## src/rtl/lanectrl_pkg.sv

```systemverilog
// Shared types and widths for the lane-controller pause sequencer.
package lanectrl_pkg;

  localparam int PHASE_W = 8;
  localparam int STAT_W  = 16;

  typedef enum logic [2:0] {
    ST_IDLE = 3'd0,
    ST_LEAD = 3'd1,
    ST_MOVE = 3'd2,
    ST_GAP  = 3'd3,
    ST_TAIL = 3'd4,
    ST_DONE = 3'd5
  } seq_state_e;

endpackage

```

## src/rtl/lanectrl_phase_timer.sv

```systemverilog
// Loadable down-counter; done is high while the count sits at zero.
// Loading N-1 therefore yields a phase of exactly N cycles.
module lanectrl_phase_timer
  import lanectrl_pkg::*;
(
  input  logic               clk,
  input  logic               rst_n,
  input  logic               load,
  input  logic [PHASE_W-1:0] load_val,
  output logic               done
);

  logic [PHASE_W-1:0] cnt_q;
  logic [PHASE_W-1:0] cnt_d;

  // Next count: load wins, otherwise count down and stop at zero.
  always_comb begin
    cnt_d = cnt_q;
    if (load) begin
      cnt_d = load_val;
    end else if (cnt_q != {PHASE_W{1'b0}}) begin
      cnt_d = cnt_q - PHASE_W'(1);
    end else begin
      cnt_d = cnt_q;
    end
  end

  // Count register.
  always_ff @(posedge clk or negedge rst_n) begin
    if (!rst_n) begin
      cnt_q <= {PHASE_W{1'b0}};
    end else begin
      cnt_q <= cnt_d;
    end
  end

  assign done = (cnt_q == {PHASE_W{1'b0}});

endmodule

```

## src/rtl/lanectrl_pause_sequencer.sv

```systemverilog
// Holds HS_IO_CLK_PAUSE around a train of delay-line move pulses.
// Optional counters: define LANECTRL_PAUSE_SEQ_STATS_EN to add STAT_* ports.
module lanectrl_pause_sequencer
  import lanectrl_pkg::*;
#(
  parameter int LEAD_CYCLES = 4,
  parameter int GAP_CYCLES  = 1,
  parameter int TAIL_CYCLES = 4,
  parameter int TAP_W       = 7
) (
  input  logic             CLK,
  input  logic             RESET_N,
  input  logic             UPD_REQ,
  input  logic             UPD_DIR,
  input  logic [TAP_W-1:0] UPD_TAPS,
  input  logic             DELAY_OOR,
`ifdef LANECTRL_PAUSE_SEQ_STATS_EN
  input  logic              STAT_CLR,
  output logic [STAT_W-1:0] STAT_UPDATES,
  output logic [STAT_W-1:0] STAT_ABORTS,
`endif
  output logic             UPD_ACK,
  output logic             UPD_ABORT,
  output logic             BUSY,
  output logic             HS_IO_CLK_PAUSE,
  output logic             DELAY_MOVE,
  output logic             DELAY_DIR
);

  localparam logic [PHASE_W-1:0] LEAD_LD = PHASE_W'(LEAD_CYCLES - 1);
  localparam logic [PHASE_W-1:0] TAIL_LD = PHASE_W'(TAIL_CYCLES - 1);
  localparam logic [PHASE_W-1:0] GAP_LD  = PHASE_W'((GAP_CYCLES > 0) ? GAP_CYCLES - 1 : 0);

  seq_state_e         state_q, state_d;
  logic [TAP_W-1:0]   taps_q, taps_d;
  logic               dir_q, dir_d;
  logic               abort_flag_q, abort_flag_d;
  logic               pause_q, pause_d;
  logic               move_q, move_d;
  logic               ack_q, ack_d;
  logic               upd_abort_q, upd_abort_d;
  logic               busy_q, busy_d;
  logic               tmr_load_s;
  logic [PHASE_W-1:0] tmr_val_s;
  logic               tmr_done_s;

  lanectrl_phase_timer u_timer (
    .clk      (CLK),
    .rst_n    (RESET_N),
    .load     (tmr_load_s),
    .load_val (tmr_val_s),
    .done     (tmr_done_s)
  );

  // Sequencing: each phase-timed state loads the timer on entry.
  always_comb begin
    state_d      = state_q;
    taps_d       = taps_q;
    dir_d        = dir_q;
    abort_flag_d = abort_flag_q;
    tmr_load_s   = 1'b0;
    tmr_val_s    = LEAD_LD;
    case (state_q)
      ST_IDLE: begin
        if (UPD_REQ) begin
          state_d      = ST_LEAD;
          dir_d        = UPD_DIR;
          taps_d       = UPD_TAPS;
          abort_flag_d = 1'b0;
          tmr_load_s   = 1'b1;
          tmr_val_s    = LEAD_LD;
        end else begin
          state_d = ST_IDLE;
        end
      end
      ST_LEAD: begin
        if (!tmr_done_s) begin
          state_d = ST_LEAD;
        end else if (taps_q == {TAP_W{1'b0}}) begin
          state_d    = ST_TAIL;
          tmr_load_s = 1'b1;
          tmr_val_s  = TAIL_LD;
        end else begin
          state_d = ST_MOVE;
        end
      end
      ST_MOVE: begin
        if (taps_q != {TAP_W{1'b0}}) begin
          taps_d = taps_q - TAP_W'(1);
        end else begin
          taps_d = taps_q;
        end
        // OOR also sets the abort flag on the final pulse: the IOD saw the limit.
        if (DELAY_OOR) begin
          state_d      = ST_TAIL;
          abort_flag_d = 1'b1;
          tmr_load_s   = 1'b1;
          tmr_val_s    = TAIL_LD;
        end else if (taps_q <= TAP_W'(1)) begin
          state_d    = ST_TAIL;
          tmr_load_s = 1'b1;
          tmr_val_s  = TAIL_LD;
        end else if (GAP_CYCLES > 0) begin
          state_d    = ST_GAP;
          tmr_load_s = 1'b1;
          tmr_val_s  = GAP_LD;
        end else begin
          state_d = ST_MOVE;
        end
      end
      ST_GAP: begin
        if (DELAY_OOR) begin
          state_d      = ST_TAIL;
          abort_flag_d = 1'b1;
          tmr_load_s   = 1'b1;
          tmr_val_s    = TAIL_LD;
        end else if (tmr_done_s) begin
          state_d = ST_MOVE;
        end else begin
          state_d = ST_GAP;
        end
      end
      ST_TAIL: begin
        if (tmr_done_s) begin
          state_d = ST_DONE;
        end else begin
          state_d = ST_TAIL;
        end
      end
      ST_DONE: begin
        state_d = ST_IDLE;
      end
      default: begin
        state_d = ST_IDLE;
      end
    endcase
  end

  // Outputs are decoded from the next state so they register alongside it.
  always_comb begin
    pause_d     = (state_d == ST_LEAD) || (state_d == ST_MOVE) ||
                  (state_d == ST_GAP)  || (state_d == ST_TAIL);
    move_d      = (state_d == ST_MOVE);
    ack_d       = (state_d == ST_DONE);
    upd_abort_d = (state_d == ST_DONE) && abort_flag_d;
    busy_d      = (state_d != ST_IDLE);
  end

  // State, captured request and output registers.
  always_ff @(posedge CLK or negedge RESET_N) begin
    if (!RESET_N) begin
      state_q      <= ST_IDLE;
      taps_q       <= {TAP_W{1'b0}};
      dir_q        <= 1'b0;
      abort_flag_q <= 1'b0;
      pause_q      <= 1'b0;
      move_q       <= 1'b0;
      ack_q        <= 1'b0;
      upd_abort_q  <= 1'b0;
      busy_q       <= 1'b0;
    end else begin
      state_q      <= state_d;
      taps_q       <= taps_d;
      dir_q        <= dir_d;
      abort_flag_q <= abort_flag_d;
      pause_q      <= pause_d;
      move_q       <= move_d;
      ack_q        <= ack_d;
      upd_abort_q  <= upd_abort_d;
      busy_q       <= busy_d;
    end
  end

  assign UPD_ACK         = ack_q;
  assign UPD_ABORT       = upd_abort_q;
  assign BUSY            = busy_q;
  assign HS_IO_CLK_PAUSE = pause_q;
  assign DELAY_MOVE      = move_q;
  assign DELAY_DIR       = dir_q;

`ifdef LANECTRL_PAUSE_SEQ_STATS_EN
  logic [STAT_W-1:0] stat_upd_q, stat_upd_d;
  logic [STAT_W-1:0] stat_abt_q, stat_abt_d;

  // Saturating counters; clear beats increment.
  always_comb begin
    stat_upd_d = stat_upd_q;
    stat_abt_d = stat_abt_q;
    if (STAT_CLR) begin
      stat_upd_d = {STAT_W{1'b0}};
      stat_abt_d = {STAT_W{1'b0}};
    end else begin
      if (ack_d && (stat_upd_q != {STAT_W{1'b1}})) begin
        stat_upd_d = stat_upd_q + STAT_W'(1);
      end else begin
        stat_upd_d = stat_upd_q;
      end
      if (upd_abort_d && (stat_abt_q != {STAT_W{1'b1}})) begin
        stat_abt_d = stat_abt_q + STAT_W'(1);
      end else begin
        stat_abt_d = stat_abt_q;
      end
    end
  end

  // Statistics registers.
  always_ff @(posedge CLK or negedge RESET_N) begin
    if (!RESET_N) begin
      stat_upd_q <= {STAT_W{1'b0}};
      stat_abt_q <= {STAT_W{1'b0}};
    end else begin
      stat_upd_q <= stat_upd_d;
      stat_abt_q <= stat_abt_d;
    end
  end

  assign STAT_UPDATES = stat_upd_q;
  assign STAT_ABORTS  = stat_abt_q;
`endif

endmodule
```

## config.mk

```make
export PLATFORM = sky130hd
export DESIGN_NAME = lanectrl_pause_sequencer
export DESIGN_NICKNAME = d
export VERILOG_FILES = /design/src/rtl/lanectrl_pkg.sv /design/src/rtl/lanectrl_phase_timer.sv /design/src/rtl/lanectrl_pause_sequencer.sv
export SDC_FILE = /design/constraint.sdc
export NUM_CORES = 1
export LEC_CHECK = 0
export ABC_CLOCK_PERIOD_IN_PS = 7200
export CAP_MARGIN = 30
export CORE_MARGIN = 2
export CORE_UTILIZATION = 61
export CTS_BUF_LIST = sky130_fd_sc_hd__clkbuf_4
export DETAILED_ROUTE_END_ITERATION = 10
export PLACE_DENSITY = 0.87
export SETUP_SLACK_MARGIN = 0.1
export SYNTH_ARGS = -nofsm -noshare
export SYNTH_HDL_FRONTEND = slang
export SYNTH_HIERARCHICAL = 1
export SYNTH_SLANG_ARGS = --single-unit
```

## constraint.sdc

```tcl
create_clock -name CLK -period 7.2 [get_ports CLK]
set_clock_uncertainty 0.15 [all_clocks]
set_input_delay 0.72 -clock CLK [delete_from_list [all_inputs] [get_ports CLK]]
set_output_delay 0.72 -clock CLK [all_outputs]
set_load 0.02 [all_outputs]
```

==> run_results.csv <==
group,metric,value,unit
worst_setup_path,rr_endpoint,"u_timer/cnt_q[5]",
power,peakVddDrop,0.000205,V
synth,syn_inst,156,
min_path,worstHoldPathType,"flip-flop to flip-flop",
timing,max_freq,327,MHz
routing,drt_wl_total,3.03,mm
global_routing,grt-ovfl-total,0,
worst_setup_path,r2r_start,"u_timer/cnt_q[0]",
place,portBuffers,17,
routing,drtIter0Drc,52,
finish,fill_cells,165,
min_path,min_from,"abort_flag_q",
global_routing,grt_usage,26.4,%
worst_setup_path,cp.arrival,3.15,ns
die,die_y,52.2,microns
synth,async_reset_ff_share,100,%
synth,synth_edf_count,0,
timing,final-hold-violation-count,0,
finish,area_delta_synth_final,16.6,%
power,power_leakage,0.665,nW
routing,first_pass_iters,4,
finish,stdcell_count,206,
timing,finalSetupTns,0,ns
run,maxCapViolCount,0,
finish,fin_area,1650,sq um
routing,vias_per_cell,6.14,
cts,clkLatencyLatePin,0.33,ns
finish,final_cell_mix,"dfrtp_1 (25), clkdlybuf4s50_1 (17), nand2_1 (15), nor2_1 (12), o21ai_0 (11)",
worst_setup_path,reg2regPathDepth,9,
place,dp_cells,202,
finish,antenna_cells,0,
worst_setup_path,worstSetupEndpointType,"flip-flop",
timing,drv_slew,0,
cts,cts_buffers,3,
timing,grt_setup_unrepaired,"no",
cts,cts_max_level,1,
routing,drtAntennaViolNets,0,
routing,vias,1265,
synth,synth_seq_cells,25,
finish,final_util,74.6,%
die,die_x,52.2,microns
power,power.density,338,nW/um^2
global_routing,grt_start_max_net_pins,15,
global_routing,first_global_vias,1235,
routing,met1Wirelength,1.30,mm
die,io_pins,18,
outcome,outcome,"complete, no violations",
timing,slew_headroom,51.0,%
synth,ys_dominant_reg_cell,"dfrtp_1",
routing,wl_met2,1.50,mm
min_path,min_to,"UPD_ABORT",
die,coreArea,2210,sq um
cts,cts-root-buf,"clkbuf_4",
timing,setup_viol_count_final,0,
cts,cts_tree,"done",
cts,post_cts_resized,0,
die,die_area,2720,sq um
place,place_area,1620,sq um
timing,period_share,42.5,%
global_routing,grt_pass1_wl,5.30,mm
cts,clockBufferDepth,2,
cts,path_clk_slew,0.14,ns
die,num_rows,17,
synth,syn_area,1420,sq um
die,start_util,64.0,%
synth,yosysWarnings,6,
synth,syn_avg_cell_area,9.07,sq um
timing,fin_crit,3.06,ns
routing,wire_per_inst,14.7,microns
global_routing,antenna_found_initial,0,
worst_setup_path,worstPathMaxFanout,13,
place,hpwlAfterDp,2.29,mm
worst_setup_path,startpoint_type,"flip-flop",
routing,top_layer,"met4",
synth,yosysSeqAreaShare,44.2,%
cts,cts_hold_buf,0,
power,totalPowerFinal,0.559,mW
worst_setup_path,critPathKind,"flip-flop to flip-flop",
cts,cts.sinks,25,
timing,tightest_slew,0.734,ns
cts,post-cts-setup-buffers,0,
min_path,hold_depth,1,
place,place_congestion,0.880,
routing,post-route-drc-count,0,
finish,layout-drive-gt1-share,6.74,%
finish,final_common_cell,"dfrtp_1",
worst_setup_path,rrSetupSlack,4.14,ns
routing,dr_wl_met3,169,microns
finish,layout.nets,194,
synth,synth.distinct_cells,47,
worst_setup_path,worstPathRequired,7.29,ns
power by group:
part | leakage [nW] | internal [mW] | switching, mW
registers | 0.299 | 0.196 | 0.0722
logic | 0.347 | 0.101 | 0.120
clock network | 0.0184 | 0.0256 | 0.0439
synthesized netlist by cell type, drive strengths merged, types with 2 or more instances:
library cell	instances	area [sq um]
a21oi	10	50.1
a31oi	4	31.3
buf	3	21.3
clkbuf	2	8.75
dfrtp	25	626
ha	3	37.5
inv	10	37.5
nand2	15	56.3
nand3	10	50.1
nor2	12	45.0
nor3	7	35.0
nor3b	3	22.5
nor4	2	12.5
o211ai	2	15.0
o21ai	11	55.1
o22ai	3	18.8
o31ai	3	22.5
or3	3	18.8
or3b	3	26.3
or4	2	15.0
flip-flops by register name, summed over array words and instances (netlist names):
name / count
UPD_ACK: 1
HS_IO_CLK_PAUSE: 1
BUSY: 1
DELAY_MOVE: 1
UPD_ABORT: 1
state_q: 3
DELAY_DIR: 1
u_timer/cnt_q: 8
taps_q: 7
abort_flag_q: 1
critical path: stages, from the launching register on:
cell	delay (ns)
dfrtp_1	0.44
inv_1	0.09
ha_1	0.21
or3b_1	0.47
nor2_1	0.39
nand4b_1	0.16
a21oi_1	0.20
or3_1	0.37
inv_1	0.18
a221oi_1	0.31
metal layers:
layer	up-vias	GRT usage, %
li1	612	-
met1	599	35.0
met2	47	41.8
met3	7	3.45
met4	0	14.5
met5	-	0
worst max-delay path by stage:
stage	start	end	slack [ns]
6_report	u_timer/cnt_q[0]	u_timer/cnt_q[5]	4.14
5_1_grt	u_timer/cnt_q[0]	u_timer/cnt_q[5]	3.75
4_1_cts	u_timer/cnt_q[0]	u_timer/cnt_q[5]	4.16
3_5_place_dp	u_timer/cnt_q[0]	u_timer/cnt_q[6]	4.18
3_3_place_gp	u_timer/cnt_q[0]	u_timer/cnt_q[5]	4.41
2_1_floorplan	u_timer/cnt_q[0]	u_timer/cnt_q[4]	4.60
kinds of logic after synthesis:
kind of cell               share of synthesized area (%)
muxes                                               1.50
other                                              0.265
adders and majority gates                           2.65
xor gates and xnor gates                           0.619
AOI/OAI and AO/OA                                   22.6
and+or+nand+nor                                     22.7
buffers and inverters                               5.39
DFF                                                 44.2
stage by stage:
step	hold slack, ns	setup WS (ns)
after floorplan	0.274	4.60
after global placement	0.327	4.41
after detailed placement	0.331	4.18
after CTS	0.363	4.16
after global routing	0.396	3.75
final	0.356	4.14
layout make-up:
type / count / area, sq um / share of cell area [%]
multi-input combinational: 120 / 732 / 44.4
inverter: 10 / 37.5 / 2.27
tap: 28 / 35.0 / 2.12
sequential: 25 / 626 / 37.9
clock buffer: 4 / 30.0 / 1.82
timing repair buffer: 19 / 190 / 11.5
No activity file was read; power rests on OpenSTA's default activity.
